[src/rtl/muldiv_pkg.sv]
// Shared definitions for the iterative RV32M multiply/divide unit:
// funct3 op encodings, FSM state encoding and the STEP_BITS legality rule.
package muldiv_pkg;

  typedef enum logic [2:0] {
    OP_MUL    = 3'd0,
    OP_MULH   = 3'd1,
    OP_MULHSU = 3'd2,
    OP_MULHU  = 3'd3,
    OP_DIV    = 3'd4,
    OP_DIVU   = 3'd5,
    OP_REM    = 3'd6,
    OP_REMU   = 3'd7
  } muldivOp_e;

  typedef enum logic [1:0] {
    IDLE = 2'd0,
    CALC = 2'd1,
    DONE = 2'd2
  } muldivState_e;

  // A step size is usable when it is 1, 2 or 4 bits and splits an even XLEN evenly.
  function automatic bit stepBitsLegal(input int xlen, input int stepBits);
    return ((stepBits == 1) || (stepBits == 2) || (stepBits == 4)) &&
           (xlen > 0) && ((xlen % 2) == 0) && ((xlen % stepBits) == 0);
  endfunction

endpackage

[src/rtl/muldiv_step.sv]
// One combinational radix-2^STEP_BITS iteration of the multiply/divide datapath.
// Multiply: shift-add of the multiplicand into a 2*XLEN product.
// Divide:   restoring compare-subtract on {remainder, dividend/quotient}.
module muldiv_step
  import muldiv_pkg::*;
#(
  parameter int XLEN      = 32,
  parameter int STEP_BITS = 1
) (
  input  logic              i_isDiv,
  input  logic [2*XLEN-1:0] i_acc,
  input  logic [2*XLEN-1:0] i_mcand,
  input  logic [XLEN-1:0]   i_aux,
  output logic [2*XLEN-1:0] o_acc,
  output logic [2*XLEN-1:0] o_mcand,
  output logic [XLEN-1:0]   o_aux
);

  logic [2*XLEN-1:0] w_prod;
  logic [2*XLEN-1:0] w_mcand;
  logic [XLEN-1:0]   w_mplier;
  logic [XLEN:0]     w_remWide;
  logic [XLEN-1:0]   w_rem;
  logic [XLEN-1:0]   w_quo;

  // Unrolled STEP_BITS iterations; i_aux is the multiplier for MUL and the divisor for DIV.
  always_comb begin
    w_prod    = i_acc;
    w_mcand   = i_mcand;
    w_mplier  = i_aux;
    w_rem     = i_acc[2*XLEN-1:XLEN];
    w_quo     = i_acc[XLEN-1:0];
    w_remWide = '0;
    for (int k = 0; k < STEP_BITS; k++) begin
      if (w_mplier[0]) begin
        w_prod = w_prod + w_mcand;
      end
      w_mcand  = w_mcand << 1;
      w_mplier = w_mplier >> 1;

      w_remWide = {w_rem, w_quo[XLEN-1]};
      w_quo     = w_quo << 1;
      if (w_remWide >= {1'b0, i_aux}) begin
        w_remWide = w_remWide - {1'b0, i_aux};
        w_quo[0]  = 1'b1;
      end
      w_rem = w_remWide[XLEN-1:0];
    end

    if (i_isDiv) begin
      o_acc   = {w_rem, w_quo};
      o_mcand = i_mcand;
      o_aux   = i_aux;
    end else begin
      o_acc   = w_prod;
      o_mcand = w_mcand;
      o_aux   = w_mplier;
    end
  end

endmodule

[src/rtl/riscv_muldiv_unit.sv]
// Iterative RV32M multiply/divide unit for the EX stage.
// Holds the pipeline with stall while iterating, then pulses done with result and rd_out.
// Build option: define MULDIV_DIV_EN to include the divide datapath; without it,
// DIV/DIVU/REM/REMU finish immediately with result 0 and illegal set.
module riscv_muldiv_unit
  import muldiv_pkg::*;
#(
  parameter int XLEN      = 32,
  parameter int STEP_BITS = 1
) (
  input  logic            clk,
  input  logic            reset,
  input  logic            flush,
  input  logic            start,
  input  logic [2:0]      op,
  input  logic [XLEN-1:0] a,
  input  logic [XLEN-1:0] b,
  input  logic [4:0]      rd_in,
  output logic            stall,
  output logic            done,
  output logic [XLEN-1:0] result,
  output logic [4:0]      rd_out,
  output logic            illegal
);

  // An unsupported STEP_BITS falls back to one bit per cycle so results stay correct.
  localparam int EFF_STEP = stepBitsLegal(XLEN, STEP_BITS) ? STEP_BITS : 1;
  localparam int NSTEPS   = XLEN / EFF_STEP;
  localparam int CW       = $clog2(NSTEPS + 1);

  muldivState_e      r_state;
  muldivState_e      w_nextState;
  logic [2:0]        r_op;
  logic [4:0]        r_rdOut;
  logic              r_aNeg;
  logic              r_bNeg;
  logic              r_illegal;
  logic [CW-1:0]     r_count;
  logic [2*XLEN-1:0] r_acc;
  logic [2*XLEN-1:0] r_mcand;
  logic [XLEN-1:0]   r_aux;
  logic [XLEN-1:0]   r_result;

  logic              w_accept;
  logic              w_lastStep;
  logic              w_aSigned;
  logic              w_bSigned;
  logic              w_aNeg;
  logic              w_bNeg;
  logic [XLEN-1:0]   w_aMag;
  logic [XLEN-1:0]   w_bMag;
  logic              w_fast;
  logic              w_fastIllegal;
  logic [XLEN-1:0]   w_fastResult;
  logic              w_stepIsDiv;
  logic [2*XLEN-1:0] w_stepAcc;
  logic [2*XLEN-1:0] w_stepMcand;
  logic [XLEN-1:0]   w_stepAux;
  logic [2*XLEN-1:0] w_prodSigned;
  logic [XLEN-1:0]   w_mulResult;
  logic [XLEN-1:0]   w_finalResult;

  assign w_accept   = start & (r_state == IDLE) & ~flush;
  assign w_lastStep = (r_count == CW'(NSTEPS - 1));

  // Signedness per op: DIV/REM signed, DIVU/REMU unsigned, MULHSU signed a only, MULHU unsigned.
  assign w_aSigned = op[2] ? ~op[0] : (op != OP_MULHU);
  assign w_bSigned = op[2] ? ~op[0] : ((op == OP_MUL) || (op == OP_MULH));
  assign w_aNeg    = w_aSigned & a[XLEN-1];
  assign w_bNeg    = w_bSigned & b[XLEN-1];
  assign w_aMag    = w_aNeg ? -a : a;
  assign w_bMag    = w_bNeg ? -b : b;

`ifdef MULDIV_DIV_EN
  logic            w_divZero;
  logic            w_overflow;
  logic [XLEN-1:0] w_quoSigned;
  logic [XLEN-1:0] w_remSigned;

  assign w_divZero   = (b == '0);
  assign w_overflow  = ~op[0] & (a == {1'b1, {(XLEN-1){1'b0}}}) & (b == '1);
  assign w_fast      = op[2] & (w_divZero | w_overflow);
  assign w_fastIllegal = 1'b0;
  assign w_stepIsDiv = r_op[2];

  // Divide by zero and signed overflow have architecturally fixed answers.
  always_comb begin
    w_fastResult = '0;
    if (w_divZero) begin
      w_fastResult = op[1] ? a : '1;
    end else begin
      w_fastResult = op[1] ? '0 : a;
    end
  end

  assign w_quoSigned   = (r_aNeg ^ r_bNeg) ? -w_stepAcc[XLEN-1:0] : w_stepAcc[XLEN-1:0];
  assign w_remSigned   = r_aNeg ? -w_stepAcc[2*XLEN-1:XLEN] : w_stepAcc[2*XLEN-1:XLEN];
  assign w_finalResult = r_op[2] ? (r_op[1] ? w_remSigned : w_quoSigned) : w_mulResult;
`else
  assign w_fast        = op[2];
  assign w_fastIllegal = 1'b1;
  assign w_fastResult  = '0;
  assign w_stepIsDiv   = 1'b0;
  assign w_finalResult = w_mulResult;
`endif

  // Product sign is applied once, after the last magnitude step.
  assign w_prodSigned = (r_aNeg ^ r_bNeg) ? -w_stepAcc : w_stepAcc;
  assign w_mulResult  = (r_op == OP_MUL) ? w_prodSigned[XLEN-1:0] : w_prodSigned[2*XLEN-1:XLEN];

  muldiv_step #(
    .XLEN      (XLEN),
    .STEP_BITS (EFF_STEP)
  ) u_step (
    .i_isDiv (w_stepIsDiv),
    .i_acc   (r_acc),
    .i_mcand (r_mcand),
    .i_aux   (r_aux),
    .o_acc   (w_stepAcc),
    .o_mcand (w_stepMcand),
    .o_aux   (w_stepAux)
  );

  // State register; reset drops any operation in flight without a done pulse.
  always_ff @(posedge clk or negedge reset) begin
    if (!reset) begin
      r_state <= IDLE;
    end else begin
      r_state <= w_nextState;
    end
  end

  // Next state and pipeline handshake; stall drops in DONE so EX advances with done.
  always_comb begin
    w_nextState = r_state;
    stall       = 1'b0;
    done        = 1'b0;
    illegal     = 1'b0;
    case (r_state)
      IDLE: begin
        if (w_accept) begin
          stall       = 1'b1;
          w_nextState = w_fast ? DONE : CALC;
        end
      end
      CALC: begin
        stall = 1'b1;
        if (flush) begin
          w_nextState = IDLE;
        end else if (w_lastStep) begin
          w_nextState = DONE;
        end
      end
      DONE: begin
        done        = ~flush;
        illegal     = r_illegal & ~flush;
        w_nextState = IDLE;
      end
      default: begin
        w_nextState = IDLE;
      end
    endcase
  end

  // Operand capture on acceptance, one datapath step per CALC cycle, result capture on exit.
  always_ff @(posedge clk or negedge reset) begin
    if (!reset) begin
      r_op      <= '0;
      r_rdOut   <= '0;
      r_aNeg    <= 1'b0;
      r_bNeg    <= 1'b0;
      r_illegal <= 1'b0;
      r_count   <= '0;
      r_acc     <= '0;
      r_mcand   <= '0;
      r_aux     <= '0;
      r_result  <= '0;
    end else begin
      case (r_state)
        IDLE: begin
          if (w_accept) begin
            r_op      <= op;
            r_rdOut   <= rd_in;
            r_aNeg    <= w_aNeg;
            r_bNeg    <= w_bNeg;
            r_count   <= '0;
            r_aux     <= w_bMag;
            r_illegal <= w_fast & w_fastIllegal;
            if (op[2]) begin
              r_acc   <= {{XLEN{1'b0}}, w_aMag};
              r_mcand <= '0;
            end else begin
              r_acc   <= '0;
              r_mcand <= {{XLEN{1'b0}}, w_aMag};
            end
            if (w_fast) begin
              r_result <= w_fastResult;
            end
          end
        end
        CALC: begin
          r_acc   <= w_stepAcc;
          r_mcand <= w_stepMcand;
          r_aux   <= w_stepAux;
          if (flush || w_lastStep) begin
            r_count <= '0;
          end else begin
            r_count <= r_count + CW'(1);
          end
          if (!flush && w_lastStep) begin
            r_result <= w_finalResult;
          end
        end
        default: begin
        end
      endcase
    end
  end

  assign result = r_result;
  assign rd_out = r_rdOut;

endmodule

[config.mk]
export PLATFORM = sky130hd
export DESIGN_NAME = riscv_muldiv_unit
export DESIGN_NICKNAME = d
export VERILOG_FILES = /design/src/rtl/muldiv_pkg.sv /design/src/rtl/muldiv_step.sv /design/src/rtl/riscv_muldiv_unit.sv
export SDC_FILE = /design/constraint.sdc
export NUM_CORES = 1
export LEC_CHECK = 0
export BUFFER_PORTS_ARGS = -buffer_cell sky130_fd_sc_hd__buf_4
export CAP_MARGIN = 5
export CORE_ASPECT_RATIO = 0.75
export CORE_MARGIN = 2
export CORE_UTILIZATION = 30
export CTS_CLUSTER_SIZE = 20
export DETAILED_ROUTE_END_ITERATION = 8
export GPL_TIMING_DRIVEN = 0
export PLACE_DENSITY = 0.42
export SLEW_MARGIN = 40
export SYNTH_ARGS = -nofsm -noshare
export SYNTH_HDL_FRONTEND = slang
export SYNTH_HIERARCHICAL = 1
export SYNTH_SLANG_ARGS = --single-unit
export TNS_END_PERCENT = 50
[constraint.sdc]
create_clock -name clk -period 6.3 [get_ports clk]
set_clock_uncertainty 0.15 [all_clocks]
set_input_delay 0.945 -clock clk [delete_from_list [all_inputs] [get_ports clk]]
set_output_delay 0.945 -clock clk [all_outputs]
set_load 0.005 [all_outputs]
==> results of run 1 <==
Yosys cell counts, types with 13 or more instances:
cell      instances  area, um2
nand2_1         347       1300
o211ai_1         14        105
a21oi_1         228       1140
o21ai_0         262       1310
buf_1            13       48.8
ha_1             99       1240
inv_1            85        319
o21a_1           16        120
or4_1            19        143
nor2_1          162        608
a22oi_1          72        541
a21o_1           47        353
or3_1            19        119
o21ai_1          26        130
nand3_1          50        250
a211oi_1         35        263
and2_1           13       81.3
dfrtp_1         210       5260
xor2_1           98        858
xnor2_1          96        841
nor3_1           44        220
nor2b_1          24        150
nor4_1           25        156
o41ai_1          14        123
nand4_1          27        169
buf_2            13       65.1
mux2_2           63        709
a31oi_1          22        138
o31ai_1          24        180
mux2i_1          38        380
clkbuf_1        130        488
o22ai_1          38        238
and3_1           27        169
o21bai_1         26        195
cells by family after synthesis:
logic type | Yosys count
other | 1
xor gates and xnor gates | 194
adders and majority gates | 101
muxes | 105
and+or+nand+nor | 813
AOI/OAI and AO/OA | 916
DFF | 210
buffers and inverters | 245
final cells by class:
type	instances	area [um2]
multi-input cells	2130	13900
flip-flops and latches	210	5260
repair buffers	124	995
well taps	871	1090
clock buffers	44	872
plain buffers	159	654
clock inverters	5	50.0
inverters	86	323
fillers	7059	42400
registers in the layout, indices dropped and copies added, names as in the netlist:
name     cells
r_count      6
rd_out       5
r_aux       32
r_bNeg       1
r_aNeg       1
r_mcand     64
r_op         3
r_acc       64
r_state      2
result      32
report_power, final:
part	total [uW]	internal, uW	switching [uW]
logic	6550	2210	4340
clock network	1670	978	692
registers	2100	1640	458
final timing paths:
path / start / to / cells past startpoint
setup / recovery: r_acc[8] / result[10] / 15
hold / removal: reset / r_mcand[3] / 1
setup reg to reg: r_acc[8] / result[10] / 15
hold reg to reg: result[27] / result[27] / 2
max in group asynchronous: reset / r_aux[6] / 3
min in group clk: result[27] / result[27] / 2
worst max-delay path, stage by stage, from the launching register on:
cell and delay, ns:
dfrtp_1 0.42, ha_1 0.43, a21oi_1 0.16, o211ai_1 0.52, o21ai_0 0.36, a2111oi_4 0.55
nor2_1 0.15, xnor2_1 0.16, mux2i_1 0.23, o21ai_1 0.33, nor4_1 0.60, nand3_1 0.55
nor4_1 0.83, nor2_1 0.12, xnor2_1 0.26, o21ai_0 0.12
layer usage:
metal / wire length [um] / vias up / share of wire [%]
li1: - / 9779 / -
met1: 51000 / 10600 / 52
met2: 37100 / 895 / 38
met3: 8680 / 86 / 8.8
met4: 1660 / 0 / 1.7
met5: 0 / - / 0
repair_timing:
| action | CTS | global route |
|---|---|---|
| setup endpoints to repair | 10 | 17 |
| cloned | 0 | 0 |
| hold buffers | 0 | 0 |
| gates resized for setup | 3 | 9 |
| pin swaps | 0 | 1 |
| hold endpoints to repair | 0 | 0 |
| buffers inserted | 0 | 1 |
per-stage QoR:
step,setup slack [ns],hold slack [ns],utilization (%)
final,0.216,0.0927,35.3
after global routing,0.00469,0.110,35.3
after CTS,0.0717,0.0879,35.1
after detailed placement,-0.161,0.313,33.7
after global placement,-0.440,0.314,33.4
after floorplan,1.39,0.313,-
==> flow_summary.yaml, run 1 <==
yosys:
  synth_area_per_cell_um2: 7.70
  netlist_instances: 2585
  synth_edf_count: 0
  synth-xor-area-share_pct: 8.53
  yosys_warnings: 6
  seq_area_frac_synth_pct: 26.4
  synthSimpleGateAreaFrac_pct: 19.4
  postSynth.asyncResetShare_pct: 100
  synth_top_family_by_area: "compound AO/OA/AOI/OAI gates"
  synth.distinct_cells: 95
  ys_seq_elements: 210
  synth.area.mux_share_pct: 5.70
  synth.net_count: 2762
  synth_flop_cell: "dfrtp_1"
  syn-cell-area_um2: 19900
  synth_compound_area_share_pct: 28.8
  synth-adder-area-share_pct: 6.42
placement:
  place.port_buffers: 115
  dpl.hpwl_mm: 78.5
  gp_congestion: 0.984
  postPlaceCellArea_um2: 22100
  placed_cells_incl_taps: 3577
drt:
  drtPass1Iterations: 6
  vias: 21400
  routed_wl_mm: 98.5
  drt-initial-drc-count: 2470
  drc_errors: 0
  vias_per_cell: 5.89
  detail-route-antenna-nets: 0
  wl_per_cell_um: 27.1
sta:
  period_needed_ns: 6.08
  hold_viol_final: 0
  setup_violations: 0
  worst-slew-pin-transition_ns: 1.03
  fmax_mhz: 164
  fin_crit_sh_pct: 96.6
  rsz0062_at_grt: "false"
  final.setup.tns_ns: 0
  slew_headroom_pct: 31.2
  slew_violations: 0
clocking:
  cts_tree: "done"
  clockBufferDepth: 3
  cts.clk_slew.worst_paths_ns: 0.06
  htreeDepth: 1
  cts_buffers: 28
  cts_root_buffer: "clkbuf_16"
  cts_num_sinks: 210
  clock_latency_ns: 0.59
critical_path:
  cp-end-kind: "flip-flop"
  critical_path.startpoint_type: "flip-flop"
  required_ns: 6.60
  rrSetupSlack_ns: 0.22
  cp.arrival_ns: 6.38
  critPathKind: "reg2reg"
  crit_fanout: 9
global_route:
  antenna_found_initial: 2
  grt_pass1_wl_mm: 141
  grt_pass1_vias: 19400
  gr-usage-met3_pct: 5.36
  grt-ovfl-total: 0
  grt_usage_pct: 28.0
  busiest_layer: "met1"
  grtUsageMet2_pct: 36.8
  use_met1_pct: 46.1
  grt_max_degree: 63
final_layout:
  antenna_cells: 0
  layout_commonest_cell: "nand2_1"
  area_delta_synth_final_pct: 16.1
  final_cell_mix: "nand2_1 (347), o21ai_0 (251), a21oi_1 (224)"
  nets: 2916
  fin_area_um2: 23100
  drive_gt1_share_pct: 12.1
  final_cells: 3629
power:
  total_leakage_power_uw: 0.00984
  power.density_nw_per_um2: 446
  finalPower_uw: 10300
  max-vdd-ir-drop_mv: 0.240
run:
  maxCapViolations: 0
floorplan:
  die-area_um2: 68500
  die_w_um: 301
  die_y_um: 227
  ios: 116
  rows: 81
  start_util_pct: 30.4
  core_um2: 65500
outcome:
  status: "finished clean"
min_path:
  min_path_type: "in2async"
Note: power is estimated with default switching activity, not from simulation.
==> run 2, diff against run 1 <==
--- a/config.mk
+++ b/config.mk
@@ -7,7 +7,7 @@
 export LEC_CHECK = 0
 export BUFFER_PORTS_ARGS = -buffer_cell sky130_fd_sc_hd__buf_4
 export CAP_MARGIN = 5
-export CORE_ASPECT_RATIO = 0.75
+export CORE_ASPECT_RATIO = 1.1
 export CORE_MARGIN = 2
 export CORE_UTILIZATION = 30
 export CTS_CLUSTER_SIZE = 20
==> flow_summary.yaml, run 2 (same netlist as run 1, synthesis figures left out) <==
global_route:
  grt_pass1_wl_mm: 140
  antenna_found_initial: 2
  grt_pass1_vias: 20800
  grt_max_degree: 68
  grt-ovfl-total: 0
  grt_usage_pct: 27.3
sta:
  setup_violations: 0
  period_needed_ns: 6.26
  slew_violations: 0
  setup_ws_ns: 0.0360
  whs_ns: 0.0656
  rsz0062_at_grt: "true"
  worst-slew-pin-transition_ns: 0.913
  fin_crit_sh_pct: 99.4
  fmax_mhz: 160
  slew_headroom_pct: 38.7
  hold_viol_final: 0
power:
  p_clk_share_pct: 16.7
  swShare_pct: 53.3
  power.switching_uw: 5570
  combPwrFrac_pct: 62.8
  p_int_uw: 4870
  p_seq_share_pct: 20.5
  total_leakage_power_uw: 0.00982
  power.density_nw_per_um2: 452
  max-vdd-ir-drop_mv: 0.206
clocking:
  clock_latency_ns: 0.59
  cts_hold_buf: 0
  postCtsSetupBuffers: 0
  cts_buffers: 29
  htreeDepth: 1
  clockBufferDepth: 3
  cts_resized: 0
  cts_num_sinks: 210
  cts.clk_slew.worst_paths_ns: 0.07
  cts_root_buffer: "clkbuf_16"
  cts_tree: "done"
final_layout:
  area_delta_synth_final_pct: 16.0
  final_cell_mix: "nand2_1 (347), o21ai_0 (247), a21oi_1 (225)"
  largest_registers: "r_acc x64, r_mcand x64"
  drive_gt1_share_pct: 11.7
  nets: 2916
  layout_commonest_cell: "nand2_1"
floorplan:
  start_util_pct: 30.2
  die_y_um: 274
  die_w_um: 250
  die-area_um2: 68400
  rows: 99
  ios: 116
  core_um2: 66000
run:
  maxCapViolations: 0
critical_path:
  rr_endpoint: "result[29]"
  critical_path.startpoint_type: "flip-flop"
  critPathKind: "reg2reg"
  slowest_stage: "or4_1"
  cp-end-kind: "flip-flop"
  crit_fanout: 8
  cp.arrival_ns: 6.57
  required_ns: 6.60
  crit_buf_inv: 1
  worstPathCellList: "ha_1, buf_2, nand3_1, a211oi_1, o21ai_1, a2111oi_2, o211ai_1, a21oi_1, xor2_1, nand2_1, a22oi_1, or4_1, nor4_1, nand4_1, or3_1, a41oi_1, o31ai_1"
  r2r-start: "r_acc[10]"
  reg2regPathDepth: 17
  slowest_delay_ns: 0.67
  rrSetupSlack_ns: 0.04
  cp_top_family: "compound AO/OA/AOI/OAI gates"
drt:
  drtPass1Iterations: 7
  drc_errors: 0
  vias_per_cell: 5.84
  routed_wl_mm: 95.6
  vias: 21200
  detail-route-antenna-nets: 0
  drt-initial-drc-count: 1773
  wl_per_cell_um: 26.4
min_path:
  min_path_type: "in2async"
placement:
  gp_congestion: 0.932
  dpl.hpwl_mm: 77.0
  place.port_buffers: 115
  place_ws_ns: 0.0735
outcome:
  status: "finished clean"
==> run 2: cell types whose count changed in the layout (fill, tap and decap cells not counted), sizes merged <==
cell and change:
inv +1, clkbuf -4, clkinvlp +2, bufinv +1, diode +1, clkinv +4
==> run 2: layout make-up <==
class	instances	area (um2)
Sequential cell	210	5260
Timing Repair Buffer	123	996
Buffer	159	641
Clock buffer	41	871
Antenna cell	1	2.50
Fill cell	6968	42900
Multi-Input combinational cell	2130	13800
Tap cell	858	1070
Inverter	86	323
Clock inverter	13	139
==> run 2: worst max path at each step <==
| stage | start | to | slack (ns) | cells after the start |
|---|---|---|---|---|
| floorplan | r_acc[0] | result[28] | 1.39 | 18 |
| global placement | r_acc[10] | result[18] | 0.04 | 16 |
| detailed placement | r_acc[10] | result[21] | 0.07 | 19 |
| CTS | r_acc[10] | result[21] | 0.02 | 19 |
| global route | r_acc[10] | result[29] | -0.01 | 17 |
| finish | r_acc[10] | result[29] | 0.04 | 17 |
==> run 2: routing by layer <==
| layer | GRT usage, % | vias up | share of wire (%) |
|---|---|---|---|
| met5 | 0 | - | 0 |
| li1 | - | 9780 | - |
| met1 | 33.9 | 10500 | 42 |
| met4 | 9.64 | 0 | 3.6 |
| met2 | 49.2 | 698 | 50 |
| met3 | 2.42 | 150 | 4.6 |
==> run 2: power groups by stage <==
stage / clock network [uW] / logic [uW] / registers (uW)
3_3_place_gp: 0 / 6310 / 2160
4_1_cts: 1790 / 6390 / 2140
6_report: 1740 / 6560 / 2140
5_1_grt: 1840 / 7030 / 2180
3_5_place_dp: 0 / 6350 / 2160
2_1_floorplan: 0 / 4260 / 1900
==> run 2: through the flow <==
stage                     area (um2)  total power (uW)  setup TNS, ns  util [%]  instances
after floorplan                19900              6160              0         -       2585
after CTS                      23000             10300              0      34.9       3618
final                          23100             10400              0      35.0       3621
after global placement         21800              8470              0      33.1       3558
after detailed placement       22000              8510              0      33.4       3564
after global routing           23100             11100        -0.0107      35.0       3620
==> run 3, diff against run 2 <==
--- a/config.mk
+++ b/config.mk
@@ -8,12 +8,12 @@
 export BUFFER_PORTS_ARGS = -buffer_cell sky130_fd_sc_hd__buf_4
 export CAP_MARGIN = 5
 export CORE_ASPECT_RATIO = 1.1
-export CORE_MARGIN = 2
-export CORE_UTILIZATION = 30
+export CORE_MARGIN = 4
+export CORE_UTILIZATION = 60
 export CTS_CLUSTER_SIZE = 20
 export DETAILED_ROUTE_END_ITERATION = 8
 export GPL_TIMING_DRIVEN = 0
-export PLACE_DENSITY = 0.42
+export PLACE_DENSITY = 0.76
 export SLEW_MARGIN = 40
 export SYNTH_ARGS = -nofsm -noshare
 export SYNTH_HDL_FRONTEND = slang
==> flow_summary.yaml, run 3 (same netlist as run 1, synthesis figures left out) <==
final_layout:
  largest_registers: "r_acc x64, r_mcand x64"
  final_cell_mix: "nand2_1 (347), o21ai_0 (253), a21oi_1 (225)"
  n_fill_cell: 2673
  area_delta_synth_final_pct: 12.3
  nets: 2909
  layout_commonest_cell: "nand2_1"
  fin_util_pct: 68.7
  multi_input_area_um2: 13800
  regArea_um2: 5260
  drive_gt1_share_pct: 10.8
  final_cells: 3179
power:
  power.density_nw_per_um2: 451
  max-vdd-ir-drop_mv: 0.278
  total_leakage_power_uw: 0.00969
drt:
  drt-initial-drc-count: 2853
  vias: 22300
  vias_per_cell: 7.02
  drc_errors: 0
  wl_per_cell_um: 26.2
  detail-route-antenna-nets: 0
  routed_wl_mm: 83.2
  drtPass1Iterations: 6
critical_path:
  r2r-start: "r_mcand[0]"
  cp_top_family: "compound AO/OA/AOI/OAI gates"
  reg2regPathDepth: 19
  worstPathCellList: "ha_1, fa_1, a21o_1, a31o_1, nand4_2, nand3_2, a311o_1, a22oi_4, a21oi_2, o31a_1, xnor2_1, o21ai_1, or4_1, clkbuf_1, nor4_1, nand4_1, or3_1, a41oi_1, o31ai_1"
  cp.arrival_ns: 6.44
  cp_num_cells: 19
  required_ns: 6.56
  cp-end-kind: "flip-flop"
  crit_fanout: 7
  rr_endpoint: "result[29]"
  slowest_stage: "or4_1"
  setup.worst_path.end: "result[29]"
  crit_buf_inv: 1
  slowest_delay_ns: 0.59
  crit_path_start: "r_mcand[0]"
  critPathKind: "reg2reg"
  critical_path.startpoint_type: "flip-flop"
  rrSetupSlack_ns: 0.13
clocking:
  cts_hold_buf: 0
  htreeDepth: 1
  cts_tree: "done"
  clockBufferDepth: 3
  cts_num_sinks: 210
  cts.clk_slew.worst_paths_ns: 0.07
  cts_resized: 0
  clock_latency_ns: 0.55
  cts_root_buffer: "clkbuf_16"
  postCtsSetupBuffers: 0
  cts_buffers: 25
global_route:
  grt_usage_pct: 44.5
  grt_pass1_wl_mm: 126
  grt-ovfl-total: 0
  grt_pass1_vias: 21500
  grt_max_degree: 77
  antenna_found_initial: 3
floorplan:
  core_um2: 32500
  die_y_um: 199
  die_w_um: 182
  die-area_um2: 36200
  rows: 69
  start_util_pct: 61.2
  ios: 116
placement:
  place.port_buffers: 115
  placed_cells_incl_taps: 3131
  dpl.hpwl_mm: 64.9
  gp_congestion: 1.10
run:
  maxCapViolations: 0
sta:
  worst-slew-pin-transition_ns: 1.01
  period_needed_ns: 6.17
  fin_crit_sh_pct: 98.0
  setup_violations: 0
  slew_headroom_pct: 32.1
  final.setup.tns_ns: 0
  whs_ns: 0.138
  slew_violations: 0
  rsz0062_at_grt: "false"
  hold_viol_final: 0
  fmax_mhz: 162
outcome:
  status: "finished clean"
min_path:
  min_path_type: "in2async"
## run 3: worst min-delay path by stage
stage / end / from / cells past startpoint
2_1_floorplan: r_op[1] / r_op[1] / 2
3_3_place_gp: result[27] / result[27] / 2
3_5_place_dp: result[27] / result[27] / 2
4_1_cts: r_aux[6] / reset / 1
5_1_grt: r_mcand[50] / reset / 1
6_report: r_mcand[50] / reset / 1
## run 3: worst register-to-register path, delay by kind of cell, from the launching register on
| kind | cells | cell delay (ns) |
|---|---|---|
| AOI/OAI and AO/OA | 9 | 2.38 |
| xor gates and xnor gates | 1 | 0.19 |
| adders and majority gates | 2 | 0.69 |
| buffers and inverters | 1 | 0.19 |
| DFF | 1 | 0.46 |
| and+or+nand+nor | 6 | 1.98 |
## run 3: metal layers
layer	track usage, %	routed length, um	up-vias
met5	0	0	-
met4	29.4	6770	0
met3	10.3	9240	448
met2	71.5	37300	1565
met1	53.9	29800	10600
li1	-	-	9748
## run 3: area by class of cell
cell class / instances / share of cell area (%)
Inverter: 86 / 1.44
Tap cell: 426 / 2.38
Clock buffer: 34 / 3.22
Clock inverter: 10 / 0.588
Timing Repair Buffer: 120 / 4.32
Antenna cell: 4 / 0.0448
Sequential cell: 210 / 23.5
Multi-Input combinational cell: 2130 / 61.7
Buffer: 159 / 2.82
## run 3: per-stage QoR
stage / setup slack (ns) / power [uW] / instance area [um2]
final: 0.126 / 10100 / 22400
after global routing: 0.000152 / 10500 / 22300
after CTS: 0.354 / 9720 / 22300
after detailed placement: 0.367 / 8160 / 21500
after global placement: 0.375 / 8030 / 21300
after floorplan: 1.39 / 6160 / 19900
## run 3: where the power goes
group	internal, uW	switching (uW)	total, uW
clock	919	626	1550
sequential	1640	467	2110
combinational	2180	4240	6420
total	4740	5340	10100
